===== src/rtl/afu_fifo_pkg.sv =====
// rtl/afu_fifo_pkg.sv - shared types and elaboration helpers for the AFU FIFOs
package afu_fifo_pkg;

  typedef enum logic {
    FIFO_NORMAL    = 1'b0,
    FIFO_SHOWAHEAD = 1'b1
  } fifo_mode_e;

  // Address width for a given entry count, never below one bit.
  function automatic int clog2_min1(input int n);
    int r;
    r = 0;
    while ((1 << r) < n) r++;
    return (r < 1) ? 1 : r;
  endfunction

  function automatic bit is_pow2(input int n);
    return (n >= 2) && ((n & (n - 1)) == 0);
  endfunction

endpackage


===== src/rtl/afu_fifo_ram.sv =====
// rtl/afu_fifo_ram.sv - width x depth register array, sync write, async read
// Ports:
//   clock  write clock
//   we     write enable
//   waddr  write address
//   wdata  write data
//   raddr  read address (combinational read)
//   rdata  read data
module afu_fifo_ram #(
  parameter int width = 9,
  parameter int depth = 16,
  parameter int aw    = 4
) (
  input  logic             clock,
  input  logic             we,
  input  logic [aw-1:0]    waddr,
  input  logic [width-1:0] wdata,
  input  logic [aw-1:0]    raddr,
  output logic [width-1:0] rdata
);

  logic [width-1:0] mem [depth];

  // Storage is deliberately not reset.
  always_ff @(posedge clock) begin
    if (we) mem[waddr] <= wdata;
  end

  assign rdata = mem[raddr];

endmodule


===== src/rtl/afu_scfifo.sv =====
// rtl/afu_scfifo.sv - single-clock FIFO with normal or show-ahead read mode
// Ports:
//   clock         single clock, all state on posedge
//   aclr          asynchronous active-high clear
//   data/wrreq    write word and write request
//   rdreq         read request (head acknowledge in show-ahead mode)
//   q             read data
//   empty/full    occupancy at 0 / depth
//   almost_full   usedw >= almost_full_th
//   almost_empty  usedw <= almost_empty_th
//   usedw         occupancy 0..depth
//   overflow      sticky: write requested while full
//   underflow     sticky: read requested while empty
module afu_scfifo
  import afu_fifo_pkg::*;
#(
  parameter int width           = 9,
  parameter int depth           = 16,
  parameter int showahead       = 0,
  parameter int almost_full_th  = 12,
  parameter int almost_empty_th = 2,
  localparam int aw             = clog2_min1(depth)
) (
  input  logic             clock,
  input  logic             aclr,
  input  logic [width-1:0] data,
  input  logic             wrreq,
  input  logic             rdreq,
  output logic [width-1:0] q,
  output logic             empty,
  output logic             full,
  output logic             almost_full,
  output logic             almost_empty,
  output logic [aw:0]      usedw,
  output logic             overflow,
  output logic             underflow
);

  localparam fifo_mode_e  mode    = (showahead != 0) ? FIFO_SHOWAHEAD : FIFO_NORMAL;
  localparam logic [aw:0] depth_c = (aw+1)'(depth);
  localparam logic [aw:0] af_c    = (aw+1)'(almost_full_th);
  localparam logic [aw:0] ae_c    = (aw+1)'(almost_empty_th);

  if (!is_pow2(depth)) begin : g_bad_depth
    $error("afu_scfifo: depth must be a power of two >= 2");
  end
  if (almost_full_th < 1 || almost_full_th > depth) begin : g_bad_af
    $error("afu_scfifo: almost_full_th out of range 1..depth");
  end
  if (almost_empty_th < 0 || almost_empty_th > depth - 1) begin : g_bad_ae
    $error("afu_scfifo: almost_empty_th out of range 0..depth-1");
  end

  logic [aw-1:0]    wr_ptr, rd_ptr;
  logic             wr_acc, rd_acc;
  logic [aw:0]      usedw_nxt;
  logic [width-1:0] ram_q;

  // Acceptance uses only the registered flags, so no request feeds a flag
  // combinationally and a same-cycle write never falls through to q.
  always_comb begin
    wr_acc    = wrreq & ~full;
    rd_acc    = rdreq & ~empty;
    usedw_nxt = usedw;
    case ({wr_acc, rd_acc})
      2'b10:   usedw_nxt = usedw + (aw+1)'(1);
      2'b01:   usedw_nxt = usedw - (aw+1)'(1);
      default: usedw_nxt = usedw;
    endcase
  end

  always_ff @(posedge clock or posedge aclr) begin
    if (aclr) begin
      wr_ptr       <= '0;
      rd_ptr       <= '0;
      usedw        <= '0;
      empty        <= 1'b1;
      full         <= 1'b0;
      almost_empty <= 1'b1;
      almost_full  <= 1'b0;
      overflow     <= 1'b0;
      underflow    <= 1'b0;
    end else begin
      if (wr_acc) wr_ptr <= wr_ptr + aw'(1);
      if (rd_acc) rd_ptr <= rd_ptr + aw'(1);
      usedw        <= usedw_nxt;
      // Flags come from the next occupancy so they move with usedw.
      empty        <= (usedw_nxt == '0);
      full         <= (usedw_nxt == depth_c);
      almost_empty <= (usedw_nxt <= ae_c);
      almost_full  <= (usedw_nxt >= af_c);
      overflow     <= overflow  | (wrreq & full);
      underflow    <= underflow | (rdreq & empty);
    end
  end

  afu_fifo_ram #(
    .width (width),
    .depth (depth),
    .aw    (aw)
  ) u_ram (
    .clock (clock),
    .we    (wr_acc),
    .waddr (wr_ptr),
    .wdata (data),
    .raddr (rd_ptr),
    .rdata (ram_q)
  );

  if (mode == FIFO_SHOWAHEAD) begin : g_showahead
    // Head word is always presented; meaningless (but stable) while empty.
    assign q = ram_q;
  end else begin : g_normal
    logic [width-1:0] q_r;
    always_ff @(posedge clock or posedge aclr) begin
      if (aclr)        q_r <= '0;
      else if (rd_acc) q_r <= ram_q;
    end
    assign q = q_r;
  end

endmodule

===== config.mk =====
export PLATFORM = sky130hd
export DESIGN_NAME = afu_scfifo
export DESIGN_NICKNAME = d
export VERILOG_FILES = /design/src/rtl/afu_fifo_pkg.sv /design/src/rtl/afu_fifo_ram.sv /design/src/rtl/afu_scfifo.sv
export SDC_FILE = /design/constraint.sdc
export NUM_CORES = 1
export LEC_CHECK = 0
export BUFFER_PORTS_ARGS = -buffer_cell sky130_fd_sc_hd__buf_4
export CAP_MARGIN = 20
export CORE_MARGIN = 2
export CORE_UTILIZATION = 55
export CTS_CLUSTER_DIAMETER = 30
export CTS_CLUSTER_SIZE = 8
export DETAILED_ROUTE_END_ITERATION = 16
export HOLD_SLACK_MARGIN = 0.03
export PLACE_DENSITY = 0.73
export SLEW_MARGIN = 30
export SYNTH_ARGS = -nofsm -noshare
export SYNTH_HDL_FRONTEND = slang
export SYNTH_HIERARCHICAL = 1
export SYNTH_SLANG_ARGS = --single-unit
export TNS_END_PERCENT = 30

===== constraint.sdc =====
create_clock -name clock -period 2.6 [get_ports clock]
set_input_delay 0.52 -clock clock [delete_from_list [all_inputs] [get_ports clock]]
set_output_delay 0.52 -clock clock [all_outputs]
set_load 0.005 [all_outputs]

======== After elaboration in Yosys (flattened, before gate mapping) ========
Memories as Yosys holds them, arrays and structs flattened. A register that Yosys moved wholly into a read port is not among the register bits.
Index checks and enable logic that the tools add are counted.
storage, ports and cells
  output and inout port bits .............. 20
  memory bits (writable) .................. 144
  memories ................................ 1
  input port bits ......................... 13
  register bits ........................... 19
memory list
  name       words  bits a word  read ports  clocked after memory_dff  wr ports  line                source
  u_ram.mem  16     9            1           1                         1         afu_fifo_ram.sv:22  logic [width-1:0] mem [depth];
operators by class
  equal/unequal tests ..................... 3
  magnitude comparators ................... 2
  mux-type cells .......................... 3
  add/sub/neg operators ................... 4
  bitwise logic cells ..................... 8
  reduce and logical (&&, ||, !) cells .... 1
operator list
  operator                                                                           number
  5-bit case mux with 2 select lines                                                 1
  4-bit by 1-bit adder with 4-bit output (second input constant)                     2
  5-bit by 1-bit adder with 5-bit output (second input constant)                     1
  5-bit equality test (second input constant)                                        1
  5-bit by 4-bit >= comparator with 1-bit output (second input constant)             1
  5-bit by 2-bit less-or-equal comparator with 1-bit output (second input constant)  1
  5-bit zero test                                                                    1
  5-bit by 1-bit subtractor with 5-bit output (second input constant)                1
  1-bit AND                                                                          4
  2-bit by 1-bit equality test with 1-bit output (second input constant)             1
  2-bit equality test (second input constant)                                        1
  1-bit two-way mux                                                                  2
  1-bit inverter                                                                     2
  1-bit bitwise OR                                                                   2

======== Depth between registers and ports, before layout ========
  depth in word-level cells ............... 5
  depth in mapped cells ................... 13
  mapped depth without buffers ............ 11

======== By module ========
Netlist, hierarchy kept.
modules (own cells, without submodules)
  module        area an instance (µm²)  cells an instance  instances
  afu_fifo_ram  5,600.4                 245                1
  afu_scfifo    1,421.4                 132                1

======== Worst setup path after synthesis ========
OpenSTA, ideal clock, no wires.
  path type ............................... input port to flip-flop
  start point ............................. input port wrreq
  end point ............................... register almost_full
  setup time .............................. 0.086 ns
  arrival ................................. 2.556 ns
  path slack .............................. -0.042 ns
  data required time ...................... 2.514 ns
  stages on the path ...................... 12
  cells stage by stage .................... nor2b_1 > clkbuf_1 > inv_1 > ha_1 > buf_4 > xor2_1 > ha_1 > a21oi_2 > xor2_2 > xor2_1 > o31a_1 > o221ai_2
between the ends
  word-level cells in the longest chain between the ends .. 4
RTL lines
  element                                                                                line              source
  start: declaration                                                                     afu_scfifo.sv:27  input logic wrreq,
  1-bit AND (*)                                                                          afu_scfifo.sv:62  wr_acc = wrreq & ~full;
  via wr_acc                                                                             afu_scfifo.sv:55  logic wr_acc, rd_acc;
  2-bit by 1-bit equality test with 1-bit output or 2-bit equality test (tied branches)  afu_scfifo.sv:65  case ({wr_acc, rd_acc})
  5-bit case mux with 2 select lines (*)                                                 afu_scfifo.sv:65
  5-bit by 4-bit >= comparator with 1-bit output (*)                                     afu_scfifo.sv:91  almost_full <= (usedw_nxt >= af_c);
  end signal: assignment                                                                 afu_scfifo.sv:91
  end: declaration                                                                       afu_scfifo.sv:32  output logic almost_full,
Mark *: on every way through the listed nets, which the timed path passes. The rest lies on a longest branch.
A chain may end at the register's enable or synchronous reset.

======== Worst setup path in the final report ========
  start point ............................. register empty
  end point ............................... register almost_empty
between the ends
  word-level cells in the longest chain between the ends .. 5
RTL lines
  element                                                                                line              source
  start: declaration                                                                     afu_scfifo.sv:30  output logic empty,
  start signal: assignment                                                               afu_scfifo.sv:88  empty <= (usedw_nxt == '0);
  1-bit inverter (*)                                                                     afu_scfifo.sv:63  rd_acc = rdreq & ~empty;
  1-bit AND (*)                                                                          afu_scfifo.sv:63
  2-bit by 1-bit equality test with 1-bit output or 2-bit equality test (tied branches)  afu_scfifo.sv:65
  5-bit case mux with 2 select lines (*)                                                 afu_scfifo.sv:65
  via usedw_nxt[1]                                                                       afu_scfifo.sv:56  logic [aw:0] usedw_nxt;
  5-bit by 2-bit less-or-equal comparator with 1-bit output (*)                          afu_scfifo.sv:90  almost_empty <= (usedw_nxt <= ae_c);
  end signal: assignment                                                                 afu_scfifo.sv:90
  end: declaration                                                                       afu_scfifo.sv:33  output logic almost_empty,
Marked as above.

==> key figures <==
Status
  • Status: finished clean

STA
  • Rel. slew slack: 0.424
  • Hold Vio Cnt, Final: 0
  • RSZ-0062 raised after global routing: no
  • WHS: 0.169 ns
  • Final Critical Period: 2.45 ns
  • Post-route clock skew: 0.0113 ns
  • Setup-failing EPs final: 0
  • Slew Viols, Final: 0
  • Tightest Pin Transition: 0.860 ns
  • Part of the cycle the worst path needs: 0.941
  • Fmax: 409 MHz

Route
  • Initial DRC Count: roughly 280
  • Vias: 3,600
  • DRC viols: 0
  • Via density: 5.78
  • Routed WL: approximately 13 mm
  • First-pass DRT Iterations: 5
  • WL/cell: 21.6 µm
  • Antenna-violating nets left: 0

Synth
  • Synth Area in Compound Gates: 0.0367
  • Cells after synthesis: 377
  • Post-synth EDFFs: between 100 and 150
  • Synth warn: 6
  • Async set-reset flop share out of synthesis: 0.163
  • Synth Flop Type: edfxtp_1
  • Yosys reg bits: around 170
  • Post-Syn Nets: 395
  • Post-synthesis adder-cell area fraction: 0.00891
  • Seq/Total Area, Yosys: 0.716
  • Yosys cell types: 54
  • Fraction of synthesized area in multiplexers: 0.127
  • Simple-Gate Fraction of Synth Area: 0.0668
  • Synthesized area: 7020 µm²
  • Largest family of logic cells by synthesized area: multiplexers
  • Synth Area in XOR/XNOR: 0.0184
  • Syn Area/Cell: 18.6 µm²

Clock network
  • Post-CTS sizing: 0
  • Cts hold-fix bufs: 0
  • Num CTS Buffers: 17
  • Post-CTS setup buffers: 0
  • Root Buffer: clkbuf_16
  • Worst-path clk slew: 0.07 ns
  • Clk sinks: 172
  • Clock latency on the worst-skew pair: 0.43 ns
  • CTS H-Tree Depth: 4
  • Max clock buf depth: 2
  • CTS tree: done

Floorplanning
  • Die width: ~120 µm
  • Die Area: 13,700 µm²
  • Num rows: between 40 and 50
  • CORE AREA: 12,500 µm²
  • Die H: approximately 120 µm
  • Total I/O pin count: 33
  • Starting Density: 0.561

Setup path
  • CP Max Fanout: 3
  • Worst EP arrival: around 2.8 ns
  • CP startpoint kind: flop
  • CP max stage cell: dfstp_2
  • CP Capture Type: flop
  • CP Buf/Inv Count: 1
  • Setup CP Type: flop to flop
  • Reg-to-reg slack, setup: 0.15 ns
  • Max stage delay on crit path: 0.54 ns
  • Required time of the critical path: 2.94 ns
  • Top delay family on crit path: flip-flops
  • Cell Chain, Critical Path: nand2b_1 > inv_1 > ha_1 > xor2_1 > ha_1 > mux2_4 > nand2b_1 > a41oi_1 > o22ai_1 > nor3b_1

Cells and area
  • Fillers: 885
  • ANT cells: 0
  • Design area: 8170 µm²
  • Layout cell share with drive strength beyond 1: 0.295
  • Non-filler cells, final: 623
  • Fin nets: around 460
  • Area Overhead vs Synth: 16.3%

Global route
  • M2 GR Usage: 0.351
  • M3 GR Usage: 0.0458
  • M1 GR Usage: 0.295
  • Global-route wire length before repair: 21.0 mm
  • Overall routing resource usage: 0.218
  • Vias in the first global route: 3,668
  • Global route overflow: 0
  • Pin count of the biggest net entering global routing: 40
  • Initial antenna violation count: 0
  • Grt peak-use layer: met2

Job
  • Max-cap violation count: 0

Power and ir drop
  • Worst-case vdd ir drop: 0.000676 V
  • Pwr/cell area: 1130 nW/µm²
  • Lkg Pwr: approximately 2.9 nW
  • Power Total: 9.25 mW

Placed design
  • Number of port buffers: 32
  • Dpl cells: between 500 and 600
  • Placed Area: 7560 µm²
  • Detail Placement HPWL: 8.46 mm
  • Routability cong.: 0.846

Min path
  • HP Class: primary input to asynchronous set/reset pin
## tightest hold or removal path, stage by stage
cell and delay [ns]:
buf_4 0.11, inv_1 0.04, buf_4 0.33
## cell type report
type | instances | area (µm²) | area share
multi-input combinational | 181 | 1810 | 0.222
inverter | 5 | 18.8 | 0.00230
clock buffer | 17 | 425 | 0.0521
tap | 172 | 215 | 0.0263
timing repair buffer | 61 | 483 | 0.0591
clock inverter | 15 | 185 | 0.0227
sequential | 172 | 5030 | 0.616
## state kept, by name, indices dropped and copies added (netlist names)
| name | flops |
|---|---|
| almost_empty | 1 |
| almost_full | 1 |
| empty | 1 |
| full | 1 |
| overflow | 1 |
| q | 9 |
| rd_ptr | 4 |
| u_ram/mem | 144 |
| underflow | 1 |
| usedw | 5 |
| wr_ptr | 4 |
## layout by cell type (no fill, tap or decap), drive strengths merged, types with 3 or more instances in the layout
master,n
mux4,36
edfxtp,144
nor3,7
clkinv,6
nor2,16
nand2b,5
dfrtp,26
xnor2,7
inv,9
clkbuf,17
a22oi,18
xor2,6
ha,5
bufinv,3
nor3b,4
nor2b,3
buf,61
nand3,3
a21oi,3
nand2,44
## synthesized netlist by cell type (3+ instances only)
library cell,instances,area (µm²)
xnor2_1,6,52.6
nor2b_1,3,18.8
buf_6,6,67.6
ha_1,5,62.6
xor2_1,5,43.8
mux4_1,15,394
nor2_1,16,60.1
a22oi_1,18,135
dfrtp_1,26,651
nor3b_1,3,22.5
nand2_1,44,165
inv_1,4,15.0
nand2b_1,4,25.0
clkbuf_1,4,15.0
buf_2,3,15.0
nor3_1,6,30.0
mux4_2,21,473
edfxtp_1,144,4320
## cells by family (layout without fill, tap and decap cells)
| group | Yosys count | in the layout |
|---|---|---|
| flops | 172 | 172 |
| simple gates | 92 | 92 |
| mux | 38 | 38 |
| compound gates | 33 | 33 |
| buf+inv | 24 | 98 |
| xor+xnor | 13 | 13 |
| fa+ha+maj | 5 | 5 |
## routing by layer
metal  share of wire  vias up
met5               0        -
met4           0.020        0
met3           0.050       21
met2            0.50      129
met1            0.43     1836
li1                -     1614
## through the flow
step,utilization,worst slack [ns],setup TNS [ns]
4_1_cts,0.653,0.129,0
6_report,0.653,0.153,0
3_5_place_dp,0.604,-0.0272,-0.0292
3_3_place_gp,0.604,0.0605,0
5_1_grt,0.653,0.00255,0
2_1_floorplan,-,0.0264,0
## worst paths after layout
kind,end,start,depth (start not counted)
min,rd_ptr[3],aclr,3
min reg2reg,underflow,underflow,1
min in group clock,overflow,wrreq,2
max reg2reg,almost_empty,empty,10
max,almost_empty,empty,10
max in group asynchronous,almost_empty,aclr,3
## where the power goes
part / internal (mW) / switching (mW) / total [mW] / leakage (nW)
Clock: 1.52 / 1.05 / 2.58 / 0.295
Sequential: 3.46 / 0.371 / 3.83 / 1.63
Combinational: 1.39 / 1.45 / 2.84 / 1.02
No activity file was read; power rests on OpenSTA's default activity.
